$ cat src/rtl/ts_rx_framer_pkg.sv
// Shared symbol constants, framer state encoding and the TS identifier check
// used by the receive-side TS framer.
package ts_rx_framer_pkg;

  localparam logic [7:0] COM       = 8'hBC;
  localparam logic [7:0] TS1_IDTFR = 8'h4A;
  localparam logic [7:0] TS2_IDTFR = 8'h45;
  localparam logic [7:0] PADG12    = 8'hF7;

  typedef enum logic {
    RXF_HUNT    = 1'b0,
    RXF_COLLECT = 1'b1
  } rxf_state_e;

  // Symbol 0 is the most significant byte of the packed 128-bit word.
  typedef logic [0:15][7:0] ts_syms_t;

  // Returns {good, is_ts2}; symbols 6..15 must all be data chars of one identifier.
  function automatic logic [1:0] ts_id_check(input ts_syms_t syms, input logic [0:15] ks);
    logic all_ts1;
    logic all_ts2;
    all_ts1 = 1'b1;
    all_ts2 = 1'b1;
    for (int i = 6; i < 16; i++) begin
      if (ks[i] || (syms[i] != TS1_IDTFR)) all_ts1 = 1'b0;
      if (ks[i] || (syms[i] != TS2_IDTFR)) all_ts2 = 1'b0;
    end
    return {all_ts1 | all_ts2, all_ts2};
  endfunction

endpackage

$ cat src/rtl/ts_rx_framer_if.sv
// Symbol stream in, assembled TS and link status out, plus framer state for debug.
interface ts_rx_framer_if
  import ts_rx_framer_pkg::*;
#(
  parameter int ERR_CNT_W = 8
) ();

  // Stream semantics: a symbol is consumed on every clk edge where rx_sym_vld is
  // high; there is no back-pressure. remote_ts_valid is a one-cycle pulse that
  // qualifies remote_ts, remote_ts_is_ts2 and remote_ts_same.
  logic                 rx_sym_vld;
  logic [7:0]           rx_sym;
  logic                 rx_sym_k;
  logic                 remote_ts_valid;
  logic [127:0]         remote_ts;
  logic                 remote_ts_is_ts2;
  logic                 remote_ts_same;
  logic                 rx_locked;
  logic [ERR_CNT_W-1:0] rx_err_cnt;
  rxf_state_e           state_dbg;

  modport master (
    output rx_sym_vld, rx_sym, rx_sym_k,
    input  remote_ts_valid, remote_ts, remote_ts_is_ts2, remote_ts_same,
    input  rx_locked, rx_err_cnt, state_dbg
  );

  modport slave (
    input  rx_sym_vld, rx_sym, rx_sym_k,
    output remote_ts_valid, remote_ts, remote_ts_is_ts2, remote_ts_same,
    output rx_locked, rx_err_cnt, state_dbg
  );

endinterface

$ cat src/rtl/ts_rx_framer.sv
// Aligns on COM, assembles 16-symbol TS1/TS2 ordered sets, validates the
// identifier field and tracks lock plus a saturating malformed-TS count.
module ts_rx_framer
  import ts_rx_framer_pkg::*;
#(
  parameter int LOCK_GOOD  = 2,
  parameter int UNLOCK_BAD = 4,
  parameter int ERR_CNT_W  = 8
) (
  input logic          clk,
  input logic          rst,
  ts_rx_framer_if.slave rx
);

  localparam int CNT_MAX = (LOCK_GOOD > UNLOCK_BAD) ? LOCK_GOOD : UNLOCK_BAD;
  localparam int CNT_W   = $clog2(CNT_MAX + 1);
  localparam logic [CNT_W-1:0] LOCK_TH   = CNT_W'(LOCK_GOOD);
  localparam logic [CNT_W-1:0] UNLOCK_TH = CNT_W'(UNLOCK_BAD);

  rxf_state_e           state_q, state_d;
  logic [3:0]           idx_q, idx_d;
  ts_syms_t             syms_q, syms_d;
  logic [0:15]          ks_q, ks_d;
  ts_syms_t             ts_q, ts_d;
  logic                 valid_q, valid_d;
  logic                 is_ts2_q, is_ts2_d;
  logic                 same_q, same_d;
  logic                 locked_q, locked_d;
  logic [ERR_CNT_W-1:0] err_q, err_d;
  logic [CNT_W-1:0]     good_q, good_d;
  logic [CNT_W-1:0]     bad_q, bad_d;

  logic       is_com;
  logic       good_evt;
  logic       bad_evt;
  logic [1:0] id_chk;

  assign is_com = rx.rx_sym_vld && rx.rx_sym_k && (rx.rx_sym == COM);

  always_comb begin
    state_d  = state_q;
    idx_d    = idx_q;
    syms_d   = syms_q;
    ks_d     = ks_q;
    good_evt = 1'b0;
    bad_evt  = 1'b0;
    id_chk   = 2'b00;
    case (state_q)
      RXF_HUNT: begin
        if (is_com) begin
          syms_d[0] = COM;
          ks_d[0]   = 1'b1;
          idx_d     = 4'd1;
          state_d   = RXF_COLLECT;
        end
      end
      RXF_COLLECT: begin
        if (is_com) begin
          // Truncated TS: the early COM restarts assembly as the new symbol 0.
          bad_evt   = 1'b1;
          syms_d[0] = COM;
          ks_d[0]   = 1'b1;
          idx_d     = 4'd1;
        end else if (rx.rx_sym_vld) begin
          syms_d[idx_q] = rx.rx_sym;
          ks_d[idx_q]   = rx.rx_sym_k;
          idx_d         = idx_q + 4'd1;
          if (idx_q == 4'd15) begin
            state_d  = RXF_HUNT;
            idx_d    = 4'd0;
            id_chk   = ts_id_check(syms_d, ks_d);
            good_evt = id_chk[1];
            bad_evt  = !id_chk[1];
          end
        end
      end
      default: state_d = RXF_HUNT;
    endcase
  end

  always_comb begin
    valid_d  = good_evt;
    ts_d     = ts_q;
    is_ts2_d = is_ts2_q;
    same_d   = same_q;
    locked_d = locked_q;
    err_d    = err_q;
    good_d   = good_q;
    bad_d    = bad_q;
    if (good_evt) begin
      // ts_q is zero after reset and a TS always starts with COM, so the first is never "same".
      ts_d     = syms_d;
      is_ts2_d = id_chk[0];
      same_d   = (syms_d == ts_q);
      bad_d    = '0;
      if (good_q != LOCK_TH) good_d = good_q + 1'b1;
      if (good_d == LOCK_TH) locked_d = 1'b1;
    end
    if (bad_evt) begin
      good_d = '0;
      if (bad_q != UNLOCK_TH) bad_d = bad_q + 1'b1;
      if (bad_d == UNLOCK_TH) locked_d = 1'b0;
      if (err_q != '1) err_d = err_q + 1'b1;
    end
  end

  always_ff @(posedge clk) begin
    if (rst) begin
      state_q  <= RXF_HUNT;
      idx_q    <= '0;
      syms_q   <= '0;
      ks_q     <= '0;
      ts_q     <= '0;
      valid_q  <= 1'b0;
      is_ts2_q <= 1'b0;
      same_q   <= 1'b0;
      locked_q <= 1'b0;
      err_q    <= '0;
      good_q   <= '0;
      bad_q    <= '0;
    end else begin
      state_q  <= state_d;
      idx_q    <= idx_d;
      syms_q   <= syms_d;
      ks_q     <= ks_d;
      ts_q     <= ts_d;
      valid_q  <= valid_d;
      is_ts2_q <= is_ts2_d;
      same_q   <= same_d;
      locked_q <= locked_d;
      err_q    <= err_d;
      good_q   <= good_d;
      bad_q    <= bad_d;
    end
  end

  assign rx.remote_ts_valid  = valid_q;
  assign rx.remote_ts        = ts_q;
  assign rx.remote_ts_is_ts2 = is_ts2_q;
  assign rx.remote_ts_same   = same_q;
  assign rx.rx_locked        = locked_q;
  assign rx.rx_err_cnt       = err_q;
  assign rx.state_dbg        = state_q;

endmodule

$ cat src/flat_wrapper.sv
// flat-port wrapper written by rule: the top's interface ports become plain ports
module ts_rx_framer_flat import ts_rx_framer_pkg::*;
#(
  parameter int LOCK_GOOD  = 2,
  parameter int UNLOCK_BAD = 4,
  parameter int ERR_CNT_W  = 8
)
  (clk, rst, rx_rx_sym_vld, rx_rx_sym, rx_rx_sym_k, rx_remote_ts_valid, rx_remote_ts, rx_remote_ts_is_ts2, rx_remote_ts_same, rx_rx_locked, rx_rx_err_cnt, rx_state_dbg);
  ts_rx_framer_if #(.ERR_CNT_W(ERR_CNT_W)) rx_i ();
  input logic clk;
  input logic rst;
  input wire logic [$bits(rx_i.rx_sym_vld)-1:0] rx_rx_sym_vld;
  input wire logic [$bits(rx_i.rx_sym)-1:0] rx_rx_sym;
  input wire logic [$bits(rx_i.rx_sym_k)-1:0] rx_rx_sym_k;
  output wire logic [$bits(rx_i.remote_ts_valid)-1:0] rx_remote_ts_valid;
  output wire logic [$bits(rx_i.remote_ts)-1:0] rx_remote_ts;
  output wire logic [$bits(rx_i.remote_ts_is_ts2)-1:0] rx_remote_ts_is_ts2;
  output wire logic [$bits(rx_i.remote_ts_same)-1:0] rx_remote_ts_same;
  output wire logic [$bits(rx_i.rx_locked)-1:0] rx_rx_locked;
  output wire logic [$bits(rx_i.rx_err_cnt)-1:0] rx_rx_err_cnt;
  output wire logic [$bits(rx_i.state_dbg)-1:0] rx_state_dbg;
  assign rx_i.rx_sym_vld = rx_rx_sym_vld;
  assign rx_i.rx_sym = rx_rx_sym;
  assign rx_i.rx_sym_k = rx_rx_sym_k;
  assign rx_remote_ts_valid = rx_i.remote_ts_valid;
  assign rx_remote_ts = rx_i.remote_ts;
  assign rx_remote_ts_is_ts2 = rx_i.remote_ts_is_ts2;
  assign rx_remote_ts_same = rx_i.remote_ts_same;
  assign rx_rx_locked = rx_i.rx_locked;
  assign rx_rx_err_cnt = rx_i.rx_err_cnt;
  assign rx_state_dbg = rx_i.state_dbg;
  ts_rx_framer #(.LOCK_GOOD(LOCK_GOOD), .UNLOCK_BAD(UNLOCK_BAD), .ERR_CNT_W(ERR_CNT_W)) u_core (.clk(clk), .rst(rst), .rx(rx_i));
endmodule
$ cat config.mk
export PLATFORM = sky130hd
export DESIGN_NAME = ts_rx_framer_flat
export DESIGN_NICKNAME = d
export VERILOG_FILES = /design/src/rtl/ts_rx_framer_pkg.sv /design/src/rtl/ts_rx_framer_if.sv /design/src/rtl/ts_rx_framer.sv /design/src/flat_wrapper.sv
export SDC_FILE = /design/constraint.sdc
export NUM_CORES = 1
export LEC_CHECK = 0
export ABC_AREA = 1
export BUFFER_PORTS_ARGS = -buffer_cell sky130_fd_sc_hd__buf_4
export CELL_PAD_IN_SITES_DETAIL_PLACEMENT = 1
export CELL_PAD_IN_SITES_GLOBAL_PLACEMENT = 1
export CORE_MARGIN = 5
export CORE_UTILIZATION = 26
export CTS_CLUSTER_SIZE = 25
export DETAILED_ROUTE_END_ITERATION = 10
export PLACE_DENSITY = 0.51
export SYNTH_ARGS = -nofsm -noshare
export SYNTH_HDL_FRONTEND = slang
export SYNTH_SLANG_ARGS = --single-unit
$ cat constraint.sdc
create_clock -name clk -period 4.1 [get_ports clk]
set_clock_uncertainty 0.2 [all_clocks]
set_input_delay 0.205 -clock clk [delete_from_list [all_inputs] [get_ports clk]]
set_output_delay 0.205 -clock clk [all_outputs]
set_load 0.1 [all_outputs]
; ---- Yosys cells after proc, flatten, opt, wreduce, memory -nomap -nowiden
; Index checks and enable logic that the tools add are counted.
[word_totals]
ff_bits = 295
inputBits = 12
output_inout_bits = 141
word_cells = 187
[op_classes]
add_sub_neg = 4
magnitude_cmp = 2
eq_ne = 30
n_mux = 76
n_bitwise = 4
reduce_logical = 28
[ops]
columns = op, count
row1 = $mux 120, 2
row2 = $ne 8x7->1 const B, 20
row3 = $bwmux 128, 1
row4 = $eq 128x128->1, 1
row5 = $mux 128, 1
row6 = $mux 1, 51
row7 = $demux 8 s4, 1
row8 = $mux 8, 3
row9 = $logic_or 1x1->1, 20
row10 = $mux 3, 6
row11 = $bwmux 16, 1
row12 = $mux 16, 1
row13 = $mux 4, 4
row14 = $pmux 8 s2, 1
row15 = $add 8x1->8 const B, 1
row16 = $eq 8x8->1 const B, 1
row17 = $ne 8x8->1 const B, 1
row18 = $pmux 4 s2, 1
row19 = $add 3x1->3 const B, 2
row20 = $ne 3x3->1 const B, 2
row21 = $ge 5x5->1 const B, 1
row22 = $lt 5x1->1 const B, 1
row23 = $not 4->5, 1
row24 = $add 4x1->4 const B, 1
row25 = 14 further kinds, 19

; ---- Longest topological paths before layout
[logic_depth]
ltp_word = 33
mapped_depth = 21
depth_no_buf = 20

; ---- Least setup slack after synthesis
; Ideal clock, no wire load.
[synth_path]
path_kind = flip-flop to flip-flop
from = register u_core.state_q, in the netlist u_core.rx.state_dbg
to = register u_core.same_q, in the netlist u_core.rx.remote_ts_same
setup_ns = 0.070
t_arrival_ns = 2.901
required_time_ns = 3.830
path_slack_ns = 0.929
path_stages_with_launch = 17
path_buffers = 2
period_less_slack_ns = 3.171
cell_sequence = dfxtp_1 > nand2_1 > inv_2 > clkbuf_1 > clkbuf_1 > nand3_1 > nand3_1 > nand2_1 > nor2_1 > nand2_1 > nor2_1 > nand2_1 > nor2_1 > nand2_1 > nor2_1 > nand2_1 > a21oi_1
[synth_between]
elab_chain_len = 3
elab_cells_between_ends = 5
classes_between = eq/ne (1) / mux (3) / bitwise (1)
[synth_rtl]
columns = element, line
row1 = "start, declared", ts_rx_framer.sv:20  ; rxf_state_e state_q, state_d;
row2 = "start signal, assigned", ts_rx_framer.sv:122  ; state_q <= state_d;
row3 = $not 1->1, ts_rx_framer.sv:48  ; case (state_q)
row4 = $pmux 8 s2, ts_rx_framer.sv:48
row5 = $eq 128x128->1, ts_rx_framer.sv:94  ; same_d = (syms_d == ts_q);
row6 = "end signal, assigned", ts_rx_framer.sv:129  ; same_q <= same_d;
row7 = "end, declared", ts_rx_framer.sv:27  ; logic same_q, same_d;
; Parallel ways exist; a longest one is shown, timed or not.
; A chain may end at the register's enable or synchronous reset.

; ---- Worst setup path after layout
[layout_path]
from = register u_core.idx_q[1]
to = register u_core.good_q[0]
[layout_between]
elab_chain_len = 29
elab_cells_between_ends = 90
classes_between = order compare (2) / eq/ne (21) / mux (42) / bitwise (2) / reduce/logical (23)
[layout_rtl]
columns = element, line
row1 = "start, declared", ts_rx_framer.sv:21  ; logic [3:0] idx_q, idx_d;
row2 = "start signal, assigned", ts_rx_framer.sv:123  ; idx_q <= idx_d;
row3 = $not 4->5 (not written as such), "ts_rx_framer.sv:65, ts_rx_framer.sv:66"
row4 = $ge 5x5->1 (not written as such) or $lt 5x1->1 (tied branches), "ts_rx_framer.sv:65, ts_rx_framer.sv:66"
row5 = $logic_and 1x1->1 (not written as such), "ts_rx_framer.sv:65, ts_rx_framer.sv:66"
row6 = $mux 8 (not written as such), ts_rx_framer.sv:65  ; syms_d[idx_q] = rx.rx_sym;
row7 = $demux 8 s4, ts_rx_framer.sv:65
row8 = $bwmux 128, ts_rx_framer.sv:65
row9 = $ne 8x7->1 (on tied branches), "ts_rx_framer_pkg.sv:25, ts_rx_framer_pkg.sv:26"
row10 = $logic_or 1x1->1 (on tied branches), "ts_rx_framer_pkg.sv:25, ts_rx_framer_pkg.sv:26"
row11 = [... 13 more ...], -
row12 = $mux 1, ts_rx_framer.sv:48
row13 = $or 1x1->1, ts_rx_framer_pkg.sv:28  ; return {all_ts1 | all_ts2, all_ts2};
row14 = $logic_not 1->1, ts_rx_framer.sv:73  ; bad_evt = !id_chk[1];
row15 = $mux 1, ts_rx_framer.sv:68  ; if (idx_q == 4'd15) begin
row16 = $mux 1, ts_rx_framer.sv:64  ; end else if (rx.rx_sym_vld) begin
row17 = $mux 1, ts_rx_framer.sv:58  ; if (is_com) begin
row18 = $mux 1, ts_rx_framer.sv:48
row19 = $reduce_or 2->1 (no source line), -
row20 = "end signal, assigned", ts_rx_framer.sv:132  ; good_q <= good_d;
row21 = "end, declared", ts_rx_framer.sv:30  ; logic [CNT_W-1:0] good_q, good_d;
; Parallel ways exist; a longest one is shown, timed or not. The select of a mux whose other input is x is not followed.

==> results list <==
- The flow ran to the end, and the final reports show no timing, DRC or antenna violations.
* Cell at the root of the clock tree: clkbuf_16
- The worst setup path is captured at a flip-flop.
- After synthesis, the largest family of logic cells by area is simple AND/OR/NAND/NOR gates.
- Required arrival time at the worst endpoint: 4390 ps
- Of the total synthesized cell area, the portion taken by AND, OR, NAND and NOR gates is 0.394.
- Fraction of post-synthesis cell area in the top cell type by area: 0.369
* Relative slew slack: 0.411
- The floorplan has 90 rows.
- MaxCap Viol Count: 0
- Of the post-synthesis cell area, the part taken by muxes is 0.
- The share of the Yosys chip area taken by registers is 0.369.
- Fillers: 7,680
- No sink is reached through more buffers than the 3 on the longest clock path.
- Placed cells: 3,446
* Worst setup SP type: flip-flop
- Max-slew violation count: 0
- The total overflow left after global routing is 0.
- At the later pin of the worst-skew pair, clock insertion delay measures 570 ps.
- The via count of the first global-routing pass was 17,300.
- Clock Sinks: 289
- Antenna violations before repair: 3
- Storage element area: 5790 um^2
- Final number of setup-violating endpoints: 0
* Detail Placement HPWL: 53,000 um
- The detail route stage leaves a number of antenna-violating nets equal to 0.
- Number of buffers added on ports: 152
- Max Clk Rate: 273 MHz
- Remaining routing DRC violations: 0
- Number of iterations in the first detailed-routing pass: 5
- Setup Fix Bufs, Post-CTS: 0
- After clock tree synthesis, the clock-pin slew on the worst setup and hold paths is 60 ps.
- The path with the worst hold slack has its endpoint at u_core.syms_q[86].
- CTS tree: yes
* First-pass GRT wire length: 109,000 um
* Total area of multi-input combinational cells: 8190 um^2
- In this run the worst hold path is classified as in2reg.
- Along the worst hold path, the cell count comes to 3.
* DR top layer: met5
- Core Util, Final: 0.326
- DR vias: 17,100
- For the worst setup path, the data arrival time is 3960 ps.
- Total Routed Length: 72,900 um
* Number of buffers inserted during clock tree synthesis: 40
* Final Wtd Congestion: 0.810
- Reg2reg start: u_core.idx_q[1]
- Worst R2R Setup Slack: 430 ps
* Crit Path Class: reg2reg
* Synth unique cells: 33
* Aggregate global-route resource usage: 0.215
- In this run the critical register-to-register path is captured at u_core.good_q[0].
- Mean instance size in the synthesized netlist: 6.13 um^2
- In the synthesized netlist the async set-or-reset flop fraction comes to 0.
- For this configuration, the core starts out at a cell density of 0.261.
- Parity-gate share of the synthesized area counting xor and xnor cells: 0.00669
- Number of DRC markers after the initial detailed-route iteration: 880
- Worst r2r path cells: 16
- In this run the standard cell core region covers 60,100 um^2.
- In the routed layout, each cell is associated on average with a via count of 4.85.
* Dominant cells by area after synthesis: dfxtp_1, nand2_1, nand3_1, inv_1, a21oi_1
- Crit-path max FO: 19
* Die Outline Area: 65,400 um^2
* Avg WL per Cell: 20.7 um
- Worst vdd ir: 0.000201 V
* Number of instances in the synthesized netlist: 2,561
- The number of failing hold endpoints at the final stage was 0.
- Synthesis inferred 289 register bits.
- Tightest Pin Transition: 884 ps
- DIE HEIGHT: 256 um
* Total power per unit cell area: 341 nW/um^2
- In this run, synthesis inferred 0 flip-flops with an integrated enable.
- Hold Crit Start: rx_rx_sym[6]
* Post-synthesis compound-gate area fraction: 0.111
- Nets in the synthesized netlist: 2,582
* Number of top-level pins: 153
- Met2 routed WL: 33,700 um
* Share of the clock period used by the worst path after layout: 0.895
- Relative to the synthesized area, the layout overhead comes to 24.8%.
* Cell Count, Final, Fillers Out: 3,524
- Of the total synthesized cell area, the portion taken by full adders, half adders and majority gates is 0.00717.
* Leakage: 9.23 nW
- Post-Syn Area: 15,700 um^2
- H-tree depth: 2
- Pin count of the biggest net entering global routing: 151
* YS warnings: 0
- In the synthesized netlist the dominant register cell turns out to be dfxtp_1.
* Share of final-layout standard cells stronger than drive strength 1: 0.122
- Final min period: 3670 ps
- Post-Route Setup TNS: 0 ps
* Library cell with the largest summed area after synthesis: dfxtp_1
- In the detailed route, the total length drawn on met3 is 2820 um.
- Width of the die: 256 um
- Final layout net count: 2,732
- DRT met1 WL: 34,800 um
- RSZ-0062 raised after global routing: false
-- through the flow --
step / worst slack, ps / cell area [um^2] / hold slack (ps) / total power, mW
after floorplan: 929 / 15700 / 191 / 2.94
after global placement: 445 / 18200 / 248 / 3.05
after detailed placement: 340 / 18200 / 250 / 3.05
after CTS: 317 / 19600 / 7.65 / 6.78
after global routing: 71.6 / 19600 / 45.0 / 6.91
final: 432 / 19600 / 23.6 / 6.69
-- cell usage after synthesis, types with 3 or more instances --
cell	number
nand2_1	808
nand3_1	336
inv_1	294
dfxtp_1	289
nor2_1	235
a21oi_1	192
o21ai_0	123
clkbuf_1	65
buf_2	59
nand4_1	55
o21ai_1	22
buf_1	16
nand3b_1	10
ha_1	9
xor2_1	9
inv_2	5
nand3_2	4
nor2_2	4
nand3_4	3
nor3_1	3
xnor2_1	3
-- layer usage --
layer	up-vias	global-route usage
met2	279	0.358
met1	8246	0.294
met5	-	0
met4	2	0.0478
li1	8478	-
met3	78	0.0343
-- critical path: stages, from the launching register on --
cell and delay, ps:
dfxtp_1 350, inv_1 100, ha_1 400, nand3_4 300, o21ai_0 510, nand4_1 150, nor2_1 140, nand2_1 140
nor2_1 160, nand2_1 70, nand2_1 120, nand2_1 130, nand2_1 160, nand2_2 170, nand2_1 150, nand2_1 130
a21oi_1 190
-- cell type report --
class | count | share of cell area
multi-input combinational | 1828 | 0.418
sequential | 289 | 0.295
timing repair buffer | 252 | 0.109
clock buffer | 61 | 0.0613
inverter | 300 | 0.0577
tap | 782 | 0.0499
clock inverter | 11 | 0.00830
antenna | 1 | 0.000128
-- how the worst max path moves through the flow --
stage                               end  cells after the start           startpoint  slack, ps
4_1_cts                u_core.good_q[0]                     17      u_core.idx_q[0]        320
2_1_floorplan  u_core.rx.remote_ts_same                     16  u_core.rx.state_dbg        930
5_1_grt                 u_core.bad_q[0]                     19      u_core.idx_q[1]         70
6_report               u_core.good_q[0]                     16      u_core.idx_q[1]        430
3_5_place_dp           u_core.good_q[0]                     17      u_core.idx_q[0]        340
3_3_place_gp    u_core.rx.rx_err_cnt[0]                     18      u_core.idx_q[0]        440
-- power breakdown --
group	internal, mW	switching, mW	leakage [nW]
clock	2.27	1.43	0.674
sequential	2.81	0.000102	2.33
combinational	0.0341	0.152	6.23
total	5.11	1.58	9.23
-- timing repair --
item	CTS	global route
hold buffers	5	0
resized for setup	0	2
endpoints found under the setup margin	0	9
endpoints found under the hold margin	5	0
-- cell families (layout without fill, tap and decap cells) --
kind of cell / Yosys count / count (layout)
and+or+nand+nor: 1463 / 1463
buffers and inverters: 444 / 624
AOI/OAI and AO/OA: 344 / 344
DFF: 289 / 289
xor gates and xnor gates: 12 / 12
adders and majority gates: 9 / 9
other: 0 / 1
-- registers in the layout, indices dropped and copies added (netlist names) --
name / count
u_core.good_q: 3
u_core.idx_q: 4
u_core.rx.remote_ts_is_ts2: 1
u_core.rx.remote_ts_valid: 1
u_core.rx.remote_ts: 128
u_core.bad_q: 3
u_core.rx.rx_locked: 1
u_core.rx.state_dbg: 1
u_core.rx.remote_ts_same: 1
u_core.ks_q: 10
u_core.syms_q: 128
u_core.rx.rx_err_cnt: 8
-- layout by cell type (no fill, tap or decap), types with 2 or more instances in the layout --
master,instances
a21oi_1,192
buf_12,19
buf_4,228
bufinv_16,4
clkbuf_1,10
clkbuf_16,41
clkbuf_8,10
clkinv_2,6
dfxtp_1,289
dlygate4sd3_1,5
ha_1,9
inv_1,294
inv_2,4
inv_6,2
nand2_1,807
nand3_1,335
nand3_2,3
nand3_4,5
nand3b_1,10
nand4_1,55
nor2_1,235
nor2_2,3
nor3_1,3
nor3_2,2
o211a_1,2
o21ai_0,121
o21ai_1,22
o21ai_2,3
or2_0,2
xnor2_1,3
xor2_1,9
(Power assumes the default switching activity.)
